**src/rtl/cmd_dispatcher_pkg.sv**
```systemverilog
// Shared types and constants for the host-to-CPU command dispatcher.
package cmd_dispatcher_pkg;

    localparam int unsigned CMD_W  = 7;
    localparam int unsigned DATA_W = 8;

    localparam logic [CMD_W-1:0] CMD_NOP = 7'd0;

    typedef enum logic [1:0] {
        IDLE,
        LAUNCH,
        WAIT_ACK,
        WAIT_DONE
    } state_t;

    typedef struct packed {
        logic [CMD_W-1:0]  cmd;
        logic [DATA_W-1:0] d1;
        logic [DATA_W-1:0] d2;
        logic [DATA_W-1:0] d3;
    } cmd_entry_t;

endpackage

```
**src/rtl/cmd_dispatcher_fifo.sv**
```systemverilog
// Circular-buffer FIFO holding queued host commands; head is read combinationally.
module cmd_fifo #(
    parameter int unsigned DEPTH = 4,
    parameter type         entry_t = logic [7:0]
) (
    input  logic                   clk,
    input  logic                   reset,
    input  logic                   push,
    input  entry_t                 push_data,
    input  logic                   pop,
    output entry_t                 head,
    output logic                   full,
    output logic                   empty,
    output logic [$clog2(DEPTH):0] count
);

    localparam int unsigned PTR_W = $clog2(DEPTH);
    localparam int unsigned CNT_W = PTR_W + 1;

    entry_t           mem [DEPTH];
    logic [PTR_W-1:0] wr_ptr;
    logic [PTR_W-1:0] rd_ptr;
    logic             do_push;
    logic             do_pop;

    assign full    = (count == CNT_W'(DEPTH));
    assign empty   = (count == '0);
    assign do_push = push && !full;
    assign do_pop  = pop && !empty;
    assign head    = mem[rd_ptr];

    // Storage carries no reset; only occupied slots are ever read.
    always_ff @(posedge clk) begin
        if (do_push) begin
            mem[wr_ptr] <= push_data;
        end
    end

    always_ff @(posedge clk or negedge reset) begin
        if (!reset) begin
            wr_ptr <= '0;
            rd_ptr <= '0;
            count  <= '0;
        end else begin
            if (do_push) begin
                wr_ptr <= wr_ptr + PTR_W'(1);
            end
            if (do_pop) begin
                rd_ptr <= rd_ptr + PTR_W'(1);
            end
            case ({do_push, do_pop})
                2'b10:   count <= count + CNT_W'(1);
                2'b01:   count <= count - CNT_W'(1);
                default: count <= count;
            endcase
        end
    end

endmodule

```
**src/rtl/cmd_dispatcher.sv**
```systemverilog
// Buffers host commands and issues them to the CPU one at a time, tracking completion status.
module cmd_dispatcher
    import cmd_dispatcher_pkg::*;
#(
    parameter int unsigned WIDTH   = DATA_W,
    parameter int unsigned DEPTH   = 4,
    parameter int unsigned TIMEOUT = 15
) (
    input  logic                   clk,
    input  logic                   reset,
    input  logic                   host_valid,
    output logic                   host_ready,
    input  logic [CMD_W-1:0]       host_cmd,
    input  logic [WIDTH-1:0]       host_d1,
    input  logic [WIDTH-1:0]       host_d2,
    input  logic [WIDTH-1:0]       host_d3,
    output logic [CMD_W-1:0]       cmd_out,
    output logic [WIDTH-1:0]       dout_1,
    output logic [WIDTH-1:0]       dout_2,
    output logic [WIDTH-1:0]       dout_3,
    input  logic                   cpu_rdy,
    input  logic                   cpu_zero,
    input  logic                   cpu_error,
    output logic                   busy,
    output logic [$clog2(DEPTH):0] fifo_count,
    output logic                   done_pulse,
    output logic                   last_zero,
    output logic                   last_error,
    output logic                   timeout_err,
    output logic [7:0]             err_count
);

    localparam int unsigned CNT_W = $clog2(DEPTH) + 1;
    localparam int unsigned TMR_W = $clog2(TIMEOUT + 1);

    cmd_entry_t       push_entry;
    cmd_entry_t       head;
    logic             push;
    logic             pop;
    logic             fifo_full;
    logic             fifo_empty;
    logic [CNT_W-1:0] count_nxt;

    state_t           state_q, state_d;
    logic [TMR_W-1:0] timer_q, timer_d;
    logic [CMD_W-1:0] cmd_d;
    logic [WIDTH-1:0] dout1_d, dout2_d, dout3_d;
    logic             busy_d, done_d, lz_d, le_d, to_d, ready_d;
    logic [7:0]       err_d;

    // NOP transfers complete the handshake but never enter the queue.
    assign push       = host_valid && host_ready && (host_cmd != CMD_NOP) && !fifo_full;
    assign push_entry = '{cmd: host_cmd, d1: DATA_W'(host_d1), d2: DATA_W'(host_d2), d3: DATA_W'(host_d3)};
    assign count_nxt  = fifo_count + CNT_W'(push) - CNT_W'(pop);

    cmd_fifo #(
        .DEPTH   (DEPTH),
        .entry_t (cmd_entry_t)
    ) u_fifo (
        .clk       (clk),
        .reset     (reset),
        .push      (push),
        .push_data (push_entry),
        .pop       (pop),
        .head      (head),
        .full      (fifo_full),
        .empty     (fifo_empty),
        .count     (fifo_count)
    );

    // Next-state and next-output logic; every output register is loaded from here.
    always_comb begin
        state_d = state_q;
        timer_d = timer_q;
        pop     = 1'b0;
        cmd_d   = CMD_NOP;
        dout1_d = dout_1;
        dout2_d = dout_2;
        dout3_d = dout_3;
        done_d  = 1'b0;
        lz_d    = last_zero;
        le_d    = last_error;
        to_d    = timeout_err;
        err_d   = err_count;

        case (state_q)
            IDLE: begin
                if (!fifo_empty && cpu_rdy) begin
                    pop     = 1'b1;
                    cmd_d   = head.cmd;
                    dout1_d = WIDTH'(head.d1);
                    dout2_d = WIDTH'(head.d2);
                    dout3_d = WIDTH'(head.d3);
                    state_d = LAUNCH;
                end
            end
            LAUNCH: begin
                timer_d = '0;
                state_d = WAIT_ACK;
            end
            WAIT_ACK: begin
                if (!cpu_rdy) begin
                    state_d = WAIT_DONE;
                end else if (timer_q == TMR_W'(TIMEOUT - 1)) begin
                    to_d    = 1'b1;
                    state_d = IDLE;
                end else begin
                    timer_d = timer_q + TMR_W'(1);
                end
            end
            WAIT_DONE: begin
                if (cpu_rdy) begin
                    lz_d    = cpu_zero;
                    le_d    = cpu_error;
                    done_d  = 1'b1;
                    if (cpu_error && (err_count != 8'hFF)) begin
                        err_d = err_count + 8'd1;
                    end
                    state_d = IDLE;
                end
            end
            default: state_d = IDLE;
        endcase

        busy_d  = (state_d != IDLE);
        ready_d = (count_nxt < CNT_W'(DEPTH));
    end

    always_ff @(posedge clk or negedge reset) begin
        if (!reset) begin
            state_q     <= IDLE;
            timer_q     <= '0;
            cmd_out     <= CMD_NOP;
            dout_1      <= '0;
            dout_2      <= '0;
            dout_3      <= '0;
            busy        <= 1'b0;
            done_pulse  <= 1'b0;
            last_zero   <= 1'b0;
            last_error  <= 1'b0;
            timeout_err <= 1'b0;
            err_count   <= '0;
            host_ready  <= 1'b0;
        end else begin
            state_q     <= state_d;
            timer_q     <= timer_d;
            cmd_out     <= cmd_d;
            dout_1      <= dout1_d;
            dout_2      <= dout2_d;
            dout_3      <= dout3_d;
            busy        <= busy_d;
            done_pulse  <= done_d;
            last_zero   <= lz_d;
            last_error  <= le_d;
            timeout_err <= to_d;
            err_count   <= err_d;
            host_ready  <= ready_d;
        end
    end

endmodule

```
**config.mk**
```make
export PLATFORM = sky130hd
export DESIGN_NAME = cmd_dispatcher
export DESIGN_NICKNAME = d
export VERILOG_FILES = /design/src/rtl/cmd_dispatcher_pkg.sv /design/src/rtl/cmd_dispatcher_fifo.sv /design/src/rtl/cmd_dispatcher.sv
export SDC_FILE = /design/constraint.sdc
export NUM_CORES = 1
export LEC_CHECK = 0
export ABC_AREA = 1
export CAP_MARGIN = 30
export CORE_MARGIN = 2
export CORE_UTILIZATION = 34
export DETAILED_ROUTE_END_ITERATION = 7
export GPL_TIMING_DRIVEN = 0
export SLEW_MARGIN = 20
export SYNTH_ARGS = -nofsm -noshare
export SYNTH_HDL_FRONTEND = slang
export SYNTH_SLANG_ARGS = --single-unit
```
**constraint.sdc**
```tcl
create_clock -name clk -period 5.05 [get_ports clk]
set_input_delay 1.515 -clock clk [delete_from_list [all_inputs] [get_ports clk]]
set_output_delay 1.515 -clock clk [all_outputs]
set_load 0.01 [all_outputs]
```
Word-level counts from Yosys, hierarchy flattened
Memories as Yosys holds them, arrays and structs flattened. Index checks and enable logic that the tools add are counted.

Flip-flop bits (word level): 58. Memory bits (writable): 124. Input port bits: 37. Output and inout bits: 48. Logic and storage cells: 73. Memories: 1.

Add/sub/neg operators: 8. Order comparisons: 1. Equality and inequality tests: 10. Muxes and demuxes: 17. Reduce and logical (&&, ||, !) cells: 20.

Memory list: u_fifo.mem (depth 4, bits a word 31, rd ports 1, clocked after Yosys merged registers in 0, wr ports 1, RTL line cmd_dispatcher_fifo.sv:20) `entry_t mem [DEPTH];`.

Operator list (count): two-way mux 7 bit (2); AND reduction 3 bit (3); adder 8 x 1 -> 8 bit (second input constant) (1); two-way mux 2 bit (4); two-way mux 4 bit (2); inequality test 8 bit (second input constant) (1); case mux 2 bit (4 select lines) (1); case mux 4 bit (2 select lines) (1); logical AND 1 bit (7); nonzero test 7 bit (1); == test 2 bit (second input constant) (3); two-way mux 1 bit (6); case mux 3 bit (2 select lines) (1); nonzero test 2 bit (3); adder 2 x 1 -> 2 bit (second input constant) (2); adder 4 x 1 -> 4 bit (second input constant) (1); == test 2 x 1 -> 1 bit (second input constant) (2); == test 4 bit (second input constant) (1); inequality test 2 bit (second input constant) (2); AND reduction 2 bit (2); adder 3 x 1 -> 3 bit (1); adder 3 x 1 -> 3 bit (second input constant) (1); == test 3 bit (second input constant) (1); zero test 3 bit (1); 5 further kinds (6).

Depth between registers and ports, before layout
Gate-level depths: netlist of run 1.

Depth in word-level cells: 8. Depth in mapped cells: 10. Gate-level depth less buffers: 10.

Cells and area by module
From an unflattened synthesis of run 1, not the netlist that was laid out.

Cell total of the unflattened synthesis: 691. Area total of the unflattened synthesis: 7836.3 um2.

By module, submodules not included: cmd_fifo (times used 1, cells each 423, area each 5526.6 um2, sequential area each 3898.7 um2); cmd_dispatcher (times used 1, cells each 268, area each 2309.7 um2, sequential area each 1276.2 um2).

Least setup slack after synthesis of run 1
No wires, ideal clock.

Kind: input to register. Start point: in host_valid. End point: mem u_fifo.mem[0][0] in the netlist's numbering (enable). Library setup time: 0.419 ns. Arrival time: 3.336 ns. Data required time: 4.631 ns. Setup slack: 1.295 ns. Stages: 6. Buffers on the path: 0. Path through: nand2_1 > inv_1 > nand2_1 > nor2_1 > inv_1 > nor2_1.

Cells in the longest elaborated chain, start to end: 6.

RTL lines: start: declaration (RTL line cmd_dispatcher.sv:11) `input logic host_valid,`; logical AND 1 bit (3 in series) (RTL line cmd_dispatcher.sv:52) `assign push = host_valid && host_ready && (host_cmd != CMD_NOP) && !fifo_full;`; logical AND 1 bit (RTL line cmd_dispatcher_fifo.sv:28) `assign do_push = push && !full;`; two-way mux 1 bit (RTL line cmd_dispatcher_fifo.sv:34) `if (do_push) begin`; two-way mux 1 bit (not written as such) (RTL line cmd_dispatcher_fifo.sv:35) `mem[wr_ptr] <= push_data;`; end: declaration (RTL line cmd_dispatcher_fifo.sv:20).

No other way between the ends.

Worst setup path in the final report of run 1
Start point: in host_cmd[6]. End point: reg u_fifo.count[2].

Cells in the longest elaborated chain, start to end: 6. Elaborated cells between the ends (all ways): 8. Classes of those cells: eq/ne: 2; mux: 1; reduce/logical: 5.

RTL lines: start: declaration (RTL line cmd_dispatcher.sv:13) `input logic [CMD_W-1:0] host_cmd,`; nonzero test 7 bit (*) (RTL line cmd_dispatcher.sv:52); logical AND 1 bit (*) (2 in series) (RTL line cmd_dispatcher.sv:52); logical AND 1 bit (*) (RTL line cmd_dispatcher_fifo.sv:28); == test 2 x 1 -> 1 bit / == test 2 bit (equally long branches) (RTL line cmd_dispatcher_fifo.sv:51) `case ({do_push, do_pop})`; case mux 3 bit (2 select lines) / nonzero test 2 bit (equally long branches); end signal: assignment (RTL line cmd_dispatcher_fifo.sv:52) `2'b10: count <= count + CNT_W'(1);`; end signal: assignment (RTL line cmd_dispatcher_fifo.sv:53) `2'b01: count <= count - CNT_W'(1);`; end signal: assignment (RTL line cmd_dispatcher_fifo.sv:54) `default: count <= count;`; end: declaration (RTL line cmd_dispatcher_fifo.sv:14) `output logic [$clog2(DEPTH):0] count`.

Mark *: on every way between the ends. The rest lies on a longest branch, timed or not. A chain may end at the register's enable or synchronous reset.

==> run metrics, run 1 <==
run status=finished clean; routed via count=4556; number of cells on the worst hold path=2; Slew @ Worst Pin=~0.72 ns; Initial DRT Pass Iterations=5; Post-Syn Instances=slightly below 600; synthesized area per cell=~12 µm²; cell-by-cell trace of the critical path=clkdlybuf4s50_1 > inv_1 > nand2_1 > nor2_1 > nor2_1 > inv_1 > ha_1 > fa_1 > a21oi_1 > o21ai_0 > xor2_1; proportion of layout cells with a drive suffix above 1=about a tenth; first-iteration detailed-routing DRC count=229; post-cts hold buffer count=0; cell with the most instances after synthesis=sky130_fd_sc_hd__edfxtp_1; reg2reg setup slack=between 2 and 3 ns; final setup skew=about 0.0096 ns; number of nets in the final layout=around 750; biggest area consumer among synthesized cells=sky130_fd_sc_hd__edfxtp_1; routed len/inst=approximately 16 µm; sequential fraction of the synthesis area=between 70% and 80%; synthesized netlist net count=640; top-level I/O count=between 80 and 90; number of cells on the worst reg-to-reg path=10; post_cts resized=0; Post-DRT Antenna Nets=0; DIE WIDTH=149.2 µm; number of flops mapped to enable cells by yosys=approximately 120; total global-route track usage=between 10% and 20%; register bit count reported by yosys=around 180; final-report hold violation count=0; top-area cell type share of the netlist area=between 50% and 60%; core box area=~21000 µm²; HPWL reported at the end of detailed placement=10430 µm; capture point of the worst reg-to-reg path=u_fifo.count[2]$_DFFE_PN0P_; area taken by flip-flops and latches=5175 µm²; wire length of the first global-routing pass=roughly 25000 µm; final setup violation count=0; clock tree from TritonCTS=done; cell area after layout=roughly 9000 µm²; clk sink count=roughly 180; RSZ-0062 raised after global routing=no; sink of the worst hold path=last_zero$_DFFE_PN0P_; arrival time of data at the critical path endpoint=between 3 and 4 ns; worst-case vdd ir drop=~0.26 mV; area of combinational cells with multiple inputs=1777 µm²; cell types occupying the most area after synthesis=sky130_fd_sc_hd__edfxtp_1 52%, sky130_fd_sc_hd__dfrtp_1 20%, sky130_fd_sc_hd__nand2_1 6.1%; kind of start point of the critical path=input pin; Max Fanout on Critical Path=5; GPL Wtd Cong=0.7182; launch instance of the worst register-to-register path=u_fifo.count[0]$_DFFE_PN0P_; TritonCTS buffer count=17; slack of the critical path=between 1 and 1.5 ns; Final Max Slew Viols=0; Final Util=a little over two fifths; pre-CTS WS=around 1.0 ns; Critical-path top delay cell=sky130_fd_sc_hd__clkdlybuf4s50_1; kind of critical path=in -> reg; static leakage=~3.5 nW; max-capacitance violation count=0; Power Total=4.892 mW; die area=between 20000 and 25000 µm²; worst slew slack as a fraction of its limit=approximately half; class of the tightest hold or removal check=reg -> reg; layout overhead on the synthesized area=26.10%; number of warnings printed during yosys synthesis=0; leading register cell type out of synthesis=sky130_fd_sc_hd__edfxtp_1; DIE HEIGHT=approximately 150 µm; CP Capture Type=register; share of flip-flops with an asynchronous set or reset after synthesis=31.87%; pwr dens=about 540 nW/µm²; average via count per standard cell=4.607; CTS H-tree lvls=4; share of the clock period used by the worst path=roughly 72%; number of antenna violations at the first check in global routing=0; row count=53; postcts setup bufs=0; count of fill cells added during filler insertion=1954; Worst Path Required=between 5 and 6 ns; number of design rule violations left after detail routing=0; maximum number of pins on one net before global-route repair=33; insertion delay of the later-clocked pin in the worst-skew pair=0.42 ns; root buffer cell=sky130_fd_sc_hd__clkbuf_16; GR Overflow Total=0; placed instance area=between 8000 and 9000 µm²; slowest stage delay, CP=between 0.5 and 0.6 ns; number of port buffers=84; Antenna diodes=0; Min-Delay Startpoint=last_zero$_DFFE_PN0P_; Worst-path clk slew=roughly 0.070 ns; effective utilization at floorplan=between 30 and 40%; distinct cell type count of the synthesized netlist=32; largest buffer count on any clock path=2; final WL=roughly 16000 µm; Post-synth top cells=124 x sky130_fd_sc_hd__edfxtp_1, 116 x sky130_fd_sc_hd__nand2_1, 92 x sky130_fd_sc_hd__nor2_1, 67 x sky130_fd_sc_hd__o21ai_0, 58 x sky130_fd_sc_hd__dfrtp_1; Achievable Freq=about 280 MHz; combined area of all synthesized cells=between 7000 and 8000 µm²; Min Clock Period, post-route=about 3.6 ns; vias in the first global route=between 4000 and 5000
==> cell usage in the layout, fill, tap and decap left out, types with 4 or more instances in the layout <==
| master | Yosys | layout |
|---|---|---|
| sky130_fd_sc_hd__buf_2 | 6 | 6 |
| sky130_fd_sc_hd__nand2_1 | 116 | 116 |
| sky130_fd_sc_hd__ha_1 | 9 | 9 |
| sky130_fd_sc_hd__nor2_4 | 0 | 4 |
| sky130_fd_sc_hd__dfrtp_1 | 58 | 58 |
| sky130_fd_sc_hd__o22ai_1 | 24 | 24 |
| sky130_fd_sc_hd__edfxtp_1 | 124 | 124 |
| sky130_fd_sc_hd__clkbuf_16 | 0 | 17 |
| sky130_fd_sc_hd__buf_6 | 4 | 4 |
| sky130_fd_sc_hd__nor2_1 | 92 | 88 |
| sky130_fd_sc_hd__inv_1 | 22 | 22 |
| sky130_fd_sc_hd__xor2_1 | 7 | 7 |
| sky130_fd_sc_hd__a21oi_1 | 10 | 10 |
| sky130_fd_sc_hd__inv_6 | 0 | 6 |
| sky130_fd_sc_hd__clkbuf_1 | 11 | 14 |
| sky130_fd_sc_hd__o21ai_0 | 67 | 67 |
| sky130_fd_sc_hd__xnor2_1 | 6 | 6 |
| sky130_fd_sc_hd__nand3_1 | 10 | 10 |
| sky130_fd_sc_hd__clkdlybuf4s50_1 | 0 | 83 |
==> layout make-up <==
class                      instances  area share (%)
tap                              275           3.807
timing repair buffer              89           10.58
buffer                            25           1.564
multi-input combinational        359           19.66
clock buffer                      21           4.984
sequential                       182           57.26
inverter                          27           1.149
clock inverter                    11          0.9968
==> worst max-delay path by stage <==
stage / slack, ns / cells after the start / startpoint / end
after floorplan: 1.29 / 6 / host_valid / u_fifo.mem[0][0]$_DFFE_PP_
after global placement: -0.58 / 7 / host_cmd[4] / u_fifo.mem[3][13]$_DFFE_PP_
after detailed placement: 1.0 / 11 / host_cmd[2] / u_fifo.count[2]$_DFFE_PN0P_
after CTS: 1.42 / 11 / host_cmd[4] / u_fifo.count[2]$_DFFE_PN0P_
after global routing: 1.15 / 11 / host_cmd[2] / u_fifo.count[2]$_DFFE_PN0P_
final: 1.43 / 11 / host_cmd[6] / u_fifo.count[2]$_DFFE_PN0P_
==> state kept, by name, indices dropped and copies added, names as in the netlist, 2 cells and up <==
register,count
dout_3,8
cmd_out,7
dout_1,8
u_fifo.rd_ptr,2
timer_q,4
u_fifo.count,3
err_count,8
u_fifo.mem,124
dout_2,8
u_fifo.wr_ptr,2
state_q,2
==> where the power goes <==
group | switching (mW) | internal [mW]
sequential | 0.150 | 1.90
clock | 0.563 | 0.653
combinational | 0.958 | 0.665
==> routing by layer <==
metal | global-route usage, % | share of wire [%]
met5 | 0 | 0
met4 | 4.667 | 0.71
met3 | 3.058 | 5.0
met2 | 24.91 | 48
met1 | 19.18 | 46
==> per-stage QoR <==
step	std cells	setup TNS [ns]	hold slack (ns)
3_3_place_gp	952	-67.64	0.4631
3_5_place_dp	957	0	0.4654
6_report	989	0	0.4803
5_1_grt	989	0	0.5042
2_1_floorplan	593	0	0.4936
4_1_cts	989	0	0.4834
==> critical path: cells and delay by family <==
| family | cells | cell delay [ns] |
|---|---|---|
| buffers and inverters | 3 | 0.88 |
| AOI/OAI and AO/OA | 2 | 0.26 |
| and+or+nand+nor | 3 | 0.41 |
| xor gates and xnor gates | 1 | 0.16 |
| adders and majority gates | 2 | 0.68 |
==> kinds of logic after synthesis <==
logic type | Yosys count | synth area share [%]
DFF | 182 | 72.21
buffers and inverters | 52 | 3.422
adders and majority gates | 10 | 1.851
and+or+nand+nor | 230 | 12.90
AOI/OAI and AO/OA | 106 | 8.031
xor gates and xnor gates | 13 | 1.589
No activity file was read; power rests on OpenSTA's default activity.
==> run 2, diff against run 1 <==
clock period = 3 ns   (was 5.05 ns; I/O delays follow)
==> run 2 against run 1 <==
Clock-buffer cell count stayed put. Critical path type unchanged. Largest cell class unchanged. First-iteration DRC count is 4.8% lower. Hold slack worse by 0.087 ns. Utilization is 0.084 points higher. Cell count is 0.20% higher. Sequential share of layout area is 0.11 points lower. Sequential cell count stayed put.
==> run metrics, run 2 (same netlist as run 1, synthesis figures left out) <==
root buffer cell=sky130_fd_sc_hd__clkbuf_16 (unchanged); switching fraction of total power=34.18% (was 34.17%); Min Clock Period, post-route=between 2 and 3 ns; wire length of the first global-routing pass=24830 µm (unchanged); worst slew slack as a fraction of its limit=51.66% (was 51.67%); Max Fanout on Critical Path=5 (unchanged); static leakage=3.493 nW (was 3.481 nW); top-level I/O count=85 (unchanged); layout overhead on the synthesized area=26.34% (was 26.10%); final setup skew=0.01281 ns (was 0.009568 ns); part of the power in registers=41.9% (was 42.0%); Slew @ Worst Pin=0.7234 ns (was 0.7232 ns); kind of start point of the critical path=input pin (unchanged); share of power burned in combinational logic=33.3% (was 33.2%); proportion of layout cells with a drive suffix above 1=9.916% (was 9.384%); number of design rule violations left after detail routing=0 (unchanged); class of the tightest hold or removal check=in -> async (was reg -> reg); final WL=15750 µm (was 15720 µm); routed len/inst=15.89 µm (was 15.90 µm); net switching power=2.820 mW (was 1.672 mW); Power Total=8.252 mW (was 4.892 mW); arrival time of data at the critical path endpoint=3.03 ns (was 3.91 ns); DIE WIDTH=149.2 µm (unchanged); count of fill cells added during filler insertion=1954 (unchanged); Worst-path clk slew=0.06 ns (was 0.07 ns); Critical-path top delay cell=sky130_fd_sc_hd__clkdlybuf4s50_1 (unchanged); RSZ-0062 raised after global routing=no (unchanged); Hold WS=0.3932 ns (was 0.4803 ns); maximum number of pins on one net before global-route repair=33 (unchanged); final setup violation count=0 (unchanged); commonest cells after routing, fill and taps aside=124 x sky130_fd_sc_hd__edfxtp_1, 116 x sky130_fd_sc_hd__nand2_1, 87 x sky130_fd_sc_hd__nor2_1 (was 124 x sky130_fd_sc_hd__edfxtp_1, 116 x sky130_fd_sc_hd__nand2_1, 88 x sky130_fd_sc_hd__nor2_1); clk sink count=182 (unchanged); TritonCTS buffer count=17 (unchanged); run status=finished clean (unchanged); final cell count without fillers=991 (was 989); cell-by-cell trace of the critical path=clkdlybuf4s50_1 > inv_1 > nand2_1 > nor2_1 > nor2_2 > inv_2 > ha_1 > fa_1 > a21oi_1 > o21ai_0 > xor2_1 (was clkdlybuf4s50_1 > inv_1 > nand2_1 > nor2_1 > nor2_1 > inv_1 > ha_1 > fa_1 > a21oi_1 > o21ai_0 > xor2_1); worst-case vdd ir drop=0.4339 mV (was 0.2575 mV); most common library cell in the layout ignoring fill and taps=sky130_fd_sc_hd__edfxtp_1 (unchanged); routed via count=4563 (was 4556); slowest stage delay, CP=0.56 ns (about the same); Achievable Freq=366.0 MHz; number of cells on the worst reg-to-reg path=10 (unchanged); share of the clock period used by the worst path=91.09%; number of port buffers=84 (unchanged); CP Capture Type=register (unchanged); row count=53 (unchanged); register ranked first by flip-flop count=u_fifo.mem (unchanged); average via count per standard cell=4.604 (was 4.607); clock tree from TritonCTS=done (unchanged); Final Max Slew Viols=0 (unchanged); CTS H-tree lvls=4 (unchanged); number of buffers and inverters on the critical path=3 (unchanged); vias in the first global route=4641 (unchanged); Initial DRT Pass Iterations=5 (unchanged); Worst Path Required=3.30 ns (was 5.34 ns); core box area=20820 µm² (unchanged); die area=22260 µm² (unchanged); number of cells on the critical path=11 (unchanged); DIE HEIGHT=149.2 µm (unchanged); Post-DRT Antenna Nets=0 (unchanged); flip-flop count of the largest register after layout=124 (unchanged); number of nets in the final layout=750 (was 748); max-capacitance violation count=0 (unchanged); largest buffer count on any clock path=2 (unchanged); insertion delay of the later-clocked pin in the worst-skew pair=0.43 ns (was 0.42 ns); HPWL reported at the end of detailed placement=10430 µm (unchanged); first-iteration detailed-routing DRC count=218 (was 229); number of antenna violations at the first check in global routing=0 (unchanged); GPL Wtd Cong=0.7182 (unchanged); Antenna diodes=0 (unchanged); Clock power frac=24.8% (was 24.9%); GR Overflow Total=0 (unchanged); cell type group with the largest total delay on the critical path=buffers and inverters (unchanged); total global-route track usage=14.77% (unchanged); effective utilization at floorplan=34.42% (unchanged); pwr dens=911.3 nW/µm² (was 541.3 nW/µm²); instance count after placement with tap cells included=957 (unchanged); kind of critical path=in -> reg (unchanged); final-report hold violation count=0 (unchanged); Pint=5.432 mW (was 3.221 mW)
run 2: power by group through the flow:
stage / logic [mW] / clock network (mW) / registers (mW)
6_report: 2.75 / 2.05 / 3.46
5_1_grt: 3.11 / 2.19 / 3.52
4_1_cts: 2.78 / 2.09 / 3.46
3_5_place_dp: 2.77 / 0 / 3.51
3_3_place_gp: 2.66 / 0 / 3.52
2_1_floorplan: 1.47 / 0 / 3.59
run 2: final timing paths:
kind / startpoint / to / slack, ns
worst max-delay path: host_cmd[6] / u_fifo.count[2]$_DFFE_PN0P_ / 0.27
worst min-delay path: reset / err_count[3]$_DFFE_PN0P_ / 0.39
worst max register to register: u_fifo.count[0]$_DFFE_PN0P_ / u_fifo.count[2]$_DFFE_PN0P_ / 0.77
worst min register to register: last_zero$_DFFE_PN0P_ / last_zero$_DFFE_PN0P_ / 0.48
max in group asynchronous: reset / dout_1[5]$_DFFE_PN0P_ / 2.09
min in group clk: last_zero$_DFFE_PN0P_ / last_zero$_DFFE_PN0P_ / 0.48
run 2: worst reg2reg max path, cell delays in order (launching register included):
cell and delay, ns:
sky130_fd_sc_hd__dfrtp_1 0.45, sky130_fd_sc_hd__inv_1 0.14, sky130_fd_sc_hd__nand3_2 0.10, sky130_fd_sc_hd__nand2_2 0.12, sky130_fd_sc_hd__nor2_8 0.08, sky130_fd_sc_hd__buf_4 0.20
sky130_fd_sc_hd__ha_1 0.23, sky130_fd_sc_hd__fa_1 0.38, sky130_fd_sc_hd__a21oi_1 0.12, sky130_fd_sc_hd__o21ai_0 0.13, sky130_fd_sc_hd__xor2_1 0.16
run 2: cell type report:
class / instances / area (µm²) / area share (%)
well taps: 275 / 344.1 / 3.800
clock buffers: 21 / 450.4 / 4.974
clock inverters: 11 / 90.09 / 0.9949
multi-input cells: 359 / 1779 / 19.65
plain buffers: 25 / 141.4 / 1.561
flip-flops and latches: 182 / 5175 / 57.15
repair buffers: 91 / 970.9 / 10.72
inverters: 27 / 103.9 / 1.147
run 2: metrics by stage:
step | TNS, ns | instance area (µm²) | setup WS (ns) | util, %
final | 0 | 9055 | 0.2674 | 43.49
after global routing | 0 | 9055 | 0.06585 | 43.49
after CTS | 0 | 9037 | 0.07034 | 43.40
after detailed placement | -32.79 | 8497 | -0.4371 | 40.81
after global placement | -315.95 | 8352 | -2.018 | 40.11
after floorplan | -17.41 | 7167 | -0.1404 | -
run 2: metal layers:
metal  wire (µm)  global-route usage [%]  part of all wire [%]
met3         761                   3.058                   4.8
met5           0                       0                     0
met2        7608                   24.91                    48
met4          93                   4.667                  0.59
met1        7282                   19.18                    46
run 2: what timing repair did:
action | CTS | global route
setup endpoints to repair | 5 | 27
pin swaps | 0 | 1
resized for setup | 1 | 1
hold buffers | 0 | 0
endpoints found under the hold margin | 0 | 0
buffers inserted | 0 | 2
